`src/rtl/game_button_conditioner_if.sv`:
```
// Button-side bundle: raw push-button inputs plus the conditioned pulse and level outputs.
// The master drives the raw buttons; the slave is the conditioner.
interface game_button_conditioner_if;
    logic raw_higher;
    logic raw_lower;
    logic btn_higher;
    logic btn_lower;
    logic deb_higher;
    logic deb_lower;

    modport master (
        output raw_higher,
        output raw_lower,
        input  btn_higher,
        input  btn_lower,
        input  deb_higher,
        input  deb_lower
    );

    modport slave (
        input  raw_higher,
        input  raw_lower,
        output btn_higher,
        output btn_lower,
        output deb_higher,
        output deb_lower
    );
endinterface

```
`src/rtl/game_button_conditioner.sv`:
```
// Two raw buttons -> 2-FF sync -> counter debounce -> one-shot, mutually exclusive action pulses.
// Latency: deb/btn update DEBOUNCE_CYCLES+1 edges after the first edge that samples a stable level; no backpressure.
module game_button_conditioner #(
    parameter int DEBOUNCE_CYCLES = 200_000,
    parameter int CNT_W           = 18
) (
    input  logic                        clk,
    input  logic                        rst_n,
    game_button_conditioner_if.slave    btn_if
);

    localparam logic [CNT_W-1:0] CNT_LAST = CNT_W'(DEBOUNCE_CYCLES - 1);
    localparam logic [CNT_W-1:0] CNT_ONE  = CNT_W'(1);

    typedef enum logic {
        ARMED  = 1'b0,
        LOCKED = 1'b1
    } state_t;

    // Channel index 0 is "higher", index 1 is "lower".
    logic [1:0]       raw;
    logic [1:0]       sync1_q;
    logic [1:0]       sync2_q;
    logic [1:0]       deb_q;
    logic [1:0]       deb_d;
    logic [CNT_W-1:0] cnt_q [2];
    logic [CNT_W-1:0] cnt_d [2];
    logic [1:0]       rise;
    logic [1:0]       pulse_q;
    logic [1:0]       pulse_d;
    state_t           state_q;
    state_t           state_d;

    assign raw = {btn_if.raw_lower, btn_if.raw_higher};

    // Counter only runs while the synced level disagrees with the accepted one,
    // so any return to the old level restarts the count and it never wraps.
    always_comb begin
        for (int i = 0; i < 2; i++) begin
            deb_d[i] = deb_q[i];
            cnt_d[i] = '0;
            if (sync2_q[i] != deb_q[i]) begin
                if (cnt_q[i] == CNT_LAST) begin
                    deb_d[i] = sync2_q[i];
                end else begin
                    cnt_d[i] = cnt_q[i] + CNT_ONE;
                end
            end
        end
    end

    assign rise = deb_d & ~deb_q;

    always_comb begin
        state_d = state_q;
        pulse_d = 2'b00;
        case (state_q)
            ARMED: begin
                if (rise == 2'b01 || rise == 2'b10) begin
                    pulse_d = rise;
                    state_d = LOCKED;
                end else if (rise == 2'b11) begin
                    state_d = LOCKED;
                end
            end
            LOCKED: begin
                // Re-arm only once both buttons are seen released.
                if (deb_q == 2'b00) begin
                    state_d = ARMED;
                end
            end
            default: begin
                state_d = ARMED;
            end
        endcase
    end

    always_ff @(posedge clk) begin
        if (!rst_n) begin
            sync1_q <= 2'b00;
            sync2_q <= 2'b00;
            deb_q   <= 2'b00;
            pulse_q <= 2'b00;
            state_q <= ARMED;
            for (int i = 0; i < 2; i++) begin
                cnt_q[i] <= '0;
            end
        end else begin
            sync1_q <= raw;
            sync2_q <= sync1_q;
            deb_q   <= deb_d;
            pulse_q <= pulse_d;
            state_q <= state_d;
            for (int i = 0; i < 2; i++) begin
                cnt_q[i] <= cnt_d[i];
            end
        end
    end

    assign btn_if.btn_higher = pulse_q[0];
    assign btn_if.btn_lower  = pulse_q[1];
    assign btn_if.deb_higher = deb_q[0];
    assign btn_if.deb_lower  = deb_q[1];

endmodule

```
`src/flat_wrapper.sv`:
```
// flat-port wrapper written by rule: the top's interface ports become plain ports
module game_button_conditioner_flat 
#(
    parameter int DEBOUNCE_CYCLES = 200_000,
    parameter int CNT_W           = 18
)
  (clk, rst_n, btn_if_raw_higher, btn_if_raw_lower, btn_if_btn_higher, btn_if_btn_lower, btn_if_deb_higher, btn_if_deb_lower);
  game_button_conditioner_if btn_if_i ();
  input  logic clk;
  input  logic rst_n;
  input wire logic [$bits(btn_if_i.raw_higher)-1:0] btn_if_raw_higher;
  input wire logic [$bits(btn_if_i.raw_lower)-1:0] btn_if_raw_lower;
  output wire logic [$bits(btn_if_i.btn_higher)-1:0] btn_if_btn_higher;
  output wire logic [$bits(btn_if_i.btn_lower)-1:0] btn_if_btn_lower;
  output wire logic [$bits(btn_if_i.deb_higher)-1:0] btn_if_deb_higher;
  output wire logic [$bits(btn_if_i.deb_lower)-1:0] btn_if_deb_lower;
  assign btn_if_i.raw_higher = btn_if_raw_higher;
  assign btn_if_i.raw_lower = btn_if_raw_lower;
  assign btn_if_btn_higher = btn_if_i.btn_higher;
  assign btn_if_btn_lower = btn_if_i.btn_lower;
  assign btn_if_deb_higher = btn_if_i.deb_higher;
  assign btn_if_deb_lower = btn_if_i.deb_lower;
  game_button_conditioner #(.DEBOUNCE_CYCLES(DEBOUNCE_CYCLES), .CNT_W(CNT_W)) u_core (.clk(clk), .rst_n(rst_n), .btn_if(btn_if_i));
endmodule
```
`config.mk`:
```
export PLATFORM = sky130hd
export DESIGN_NAME = game_button_conditioner_flat
export DESIGN_NICKNAME = d
export VERILOG_FILES = /design/src/rtl/game_button_conditioner_if.sv /design/src/rtl/game_button_conditioner.sv /design/src/flat_wrapper.sv
export SDC_FILE = /design/constraint.sdc
export NUM_CORES = 1
export LEC_CHECK = 0
export ABC_AREA = 1
export BUFFER_PORTS_ARGS = -buffer_cell sky130_fd_sc_hd__buf_2
export CAP_MARGIN = 30
export CORE_MARGIN = 3
export CORE_UTILIZATION = 35
export CTS_CLUSTER_DIAMETER = 200
export CTS_CLUSTER_SIZE = 28
export DETAILED_ROUTE_END_ITERATION = 12
export PLACE_DENSITY = 0.58
export REMOVE_ABC_BUFFERS = 1
export SLEW_MARGIN = 10
export SYNTH_ARGS = -nofsm -noshare
export SYNTH_HDL_FRONTEND = slang
export SYNTH_SLANG_ARGS = --single-unit
```
`constraint.sdc`:
```
create_clock -name clk -period 2.78 [get_ports clk]
set_input_delay 0.556 -clock clk [delete_from_list [all_inputs] [get_ports clk]]
set_output_delay 0.556 -clock clk [all_outputs]
set_load 0.01 [all_outputs]
```
# Word level (Yosys, flattened, before mapping)
# Memory sizes are Yosys's and may differ from the RTL's.
# Index checks and enable logic that the tools add are counted.
[totals]
reg_bits = 9
ram_bits = 36
input_bits = 4
wordCells = 41
mem_count = 1
[classes]
n_addsub = 2
n_eq_ne = 7
mux = 16
bitwise_logic = 7
reduce_logical = 3
[mem_list]
columns = ["memory", "words", "word_bits", "rd", "rd_clocked_by_memory_dff", "write_ports", "line_no", "source"]
rows = [
  ["u_core.cnt_q", 2, 18, 2, 0, 2, "game_button_conditioner.sv:26", "logic [CNT_W-1:0] cnt_q [2];"],
]
[ops]
columns = ["operator", "n"]
rows = [
  ["2-to-1 mux 18 bit", 6],
  ["adder 18 x 1 -> 18 bit (second input constant)", 2],
  ["equality test 18 bit (second input constant)", 2],
  ["2-to-1 mux 1 bit", 9],
  ["equality test 2 bit (second input constant)", 2],
  ["inverter 1 bit", 3],
  ["OR reduction 3 bit", 1],
  ["bitwise AND 2 bit", 1],
  ["equality test 2 x 1 -> 1 bit (second input constant)", 1],
  ["logical NOT 2 bit", 1],
  ["!= test 1 bit", 2],
  ["inverter 2 bit", 1],
  ["OR 1 bit", 2],
  ["case mux 1 bit (2 select lines)", 1],
  ["logical OR 1 bit", 1],
]

# Depth between registers and ports, before layout
[depth]
ltp_word = 8
ltp_mapped = 10
depth_no_buf = 10

# Least setup slack after synthesis
# OpenSTA, ideal clock, no wires.
[synth_timing]
path_type = "register to register"
start = "memory u_core.cnt_q[1][0], in the netlist u_core.cnt_q[0][18]"
end = "register u_core.pulse_q[1]"
t_arrival_ns = 1.680
slack_ns = 1.023
path_stages_with_launch = 9
n_path_buf = 0
path_cell_list = "dfxtp_1 > ha_1 > nand3_2 > nor2_4 > nand3_1 > or2_2 > ha_1 > nand3b_1 > nor3_1"
[synth_lines]
columns = ["element", "line_no", "source"]
rows = [
  ["start, declared", "game_button_conditioner.sv:26", ""],
  ["end signal, assigned", "game_button_conditioner.sv:92", "pulse_q <= pulse_d;"],
  ["end, declared", "game_button_conditioner.sv:29", "logic [1:0] pulse_q;"],
]

==> metrics.txt <==
Ys Warns 0; TNS Setup 0 ns; top area cells in the synthesized netlist dfxtp_1, nand2_1, nor2_1, nand3_1, xor2_1; CP most frequent cell ha_1; Slew headroom 76.9%; crit-path max cell delay 0.37 ns; Clk Latency, worst-skew pair 0.31 ns; NetSw 0.259 mW; combinational share of power 1.3%; post-synthesis sequential area ratio 39.9%; Port Buffers 7; clock slew at reported path FFs 0.09 ns; dpl hpwl 3.24 mm; Antenna diodes 0; layout cells sized above 1 12.7%; post-synth cell types 27; Worst EP required 3.02 ns; Avg Vias per Cell 4.67; RD Place Congestion 0.920; met3 GRT Util 2.95%; synthesis-to-layout area growth 9.26%; status finished, final reports clean; syn_area_per_cell 7.08 um^2; cts bufs inserted 5; clock power share 43.7%; WHS Endpoint u_core.sync1_q[1]; max_cap viols 0; time the worst path needs with I/O delays and setup 1.92 ns; Flop pwr share 55.1%; CP max FO 5; f_max 521 MHz; vias in the first global route 1786; Max Slew Vio Count 0; Hold Crit Class in -> reg; r2r setup slk 0.86 ns; most frequent cells in the layout nand2_1, nor2_1, dfxtp_1, inv_1, nand3_1; Clock Skew 0.00454 ns; CP Launch Type flop; Post-CTS Hold Fix Bufs 0; DRC viols 0; Starting DRT DRC Count 71; Yosys reg bits 45; cell count after synthesis 319; final worst slack 0.861 ns; WP data arrival 2.16 ns; gr busiest metal met2; Remaining Overflow, GRT 0; post-synth top area share 39.9%; Inst Count DP 398; Reg-to-Reg Start u_core.cnt_q[0][18]; final setup fails 0; H-tree depth 2; Final Hold Viols 0; Reg2Reg Depth 8; WL final 4.35 mm; final instance area 0.00247 mm^2; fin cells 406; die area 0.00745 mm^2; RSZ-0062 raised after global routing false; switching share of total power 21.9%; I/O pin count 8; hold path depth 3; CP endpoint kind flop; Pwr Total 1.18 mW; met1 GRT Util 15.8%; DR vias 1898; largest net degree at the start of global routing 19; Final Cycle Share 69.0%; # rows 28; dpl cell area 0.00235 mm^2; met2 Use GR 21.9%; Slowest-stage cell, CP dfxtp_1; Initial Util 37.0%; Clock Sinks 45; Leak 0.803 nW; reg2reg end u_core.pulse_q[1]; Cell Area, Synth 0.00226 mm^2; pwr dens 479 mW/mm^2; DRT Pass-1 Iters 4; Final ANT Viol Nets 0; post-place setup slack 0.892 ns; post-CTS sizing 0; largest area contributor in the netlist dfxtp_1; Total GRT Usage 12.8%; peak supply drop 0.300 mV; worst hold start btn_if_raw_lower; P_int 0.921 mW; antenna violations before repair 0; number of nets in the layout 337; area of the core 0.00610 mm^2; WS Path Type reg -> reg; Post-CTS Setup Bufs 0; commonest non-fill, non-tap cell in the layout nand2_1; die height 86.3 um; CP cell instances ha_1 -> nand3_2 -> nor2_4 -> nand3_1 -> or2_2 -> ha_1 -> nand3b_1 -> nor3_1; WL per Instance 10.7 um; CTS tree done; global-route wire length before repair 7.78 mm; Die W 86.3 um; clock root cell clkbuf_8; Worst-Margin Slew 0.346 ns; Longest Clk Path Bufs 2
[final cells by class]
cell class	count	area, um^2
inverters	32	120
well taps	75	93.8
repair buffers	7	35.0
fillers	658	3630
clock inverters	3	46.3
clock buffers	5	68.8
flip-flops and latches	45	901
multi-input cells	239	1200
[registers in the layout (all words and copies together), names as in the netlist]
signal and flops:
u_core.pulse_q 2, u_core.state_q 1, u_core.deb_q 2, u_core.cnt_q 36
u_core.sync1_q 2, u_core.sync2_q 2
[routing by layer]
metal  wire length (um)  up-vias
met4                 62        0
met1               2150      848
met2               2010       18
li1                   -     1025
met3                118        7
met5                  0        -
[worst max-delay path by stage]
stage,start,endpoint,cells after the start
after global placement,u_core.cnt_q[0][18],u_core.pulse_q[1],8
after detailed placement,u_core.cnt_q[0][18],u_core.pulse_q[1],8
after global routing,u_core.cnt_q[0][18],u_core.pulse_q[1],8
after CTS,u_core.cnt_q[0][18],u_core.pulse_q[1],8
final,u_core.cnt_q[0][18],u_core.pulse_q[1],8
after floorplan,u_core.cnt_q[0][18],u_core.pulse_q[1],8
[metrics by stage]
stage / hold WS (ns) / utilization [%]
after CTS: 0.415 / 40.5
after global placement: 0.394 / 38.6
after floorplan: 0.390 / -
after detailed placement: 0.401 / 38.6
final: 0.421 / 40.5
after global routing: 0.424 / 40.5
[synthesized netlist by cell type]
library cell  number
ha_1               3
xor2_1            13
dfxtp_1           45
nand2_1           70
nand2_2            2
buf_12             1
inv_1             30
o21ai_0            7
nor2_2            10
a21oi_1           14
inv_2              2
xnor2_1            3
clkbuf_1           1
nand3b_2           1
nand3b_1           1
nand3_1           27
a31oi_1            1
or2_0              4
buf_6              1
or2_2              3
nand2_4            1
nor2_1            62
nand3_2            4
nor2_4             2
a21oi_2            2
nor3_1             3
nand4_1            6
[power groups by stage]
stage | clock network, mW | logic (mW) | registers (mW)
after floorplan | 0 | 0.00891 | 0.664
after global placement | 0 | 0.0150 | 0.665
after detailed placement | 0 | 0.0153 | 0.665
after CTS | 0.533 | 0.0153 | 0.650
after global routing | 0.558 | 0.0176 | 0.650
final | 0.516 | 0.0148 | 0.650
[cells by family (layout without fill, tap and decap cells)]
| group | Yosys count | count (layout) | synth area share [%] |
|---|---|---|---|
| DFF | 45 | 45 | 39.9 |
| adders and majority gates | 3 | 3 | 1.66 |
| buffers and inverters | 35 | 47 | 6.87 |
| xor gates and xnor gates | 16 | 16 | 6.21 |
| and+or+nand+nor | 196 | 196 | 39.6 |
| AOI/OAI and AO/OA | 24 | 24 | 5.71 |
[worst max-delay path: cells and delay by family, from the launching register on]
kind	cells	cell delay (ns)
AND/OR/NAND/NOR	6	1.01
flip-flops	1	0.37
adder cells (fa/ha/maj)	2	0.48
(Power assumes the default switching activity.)
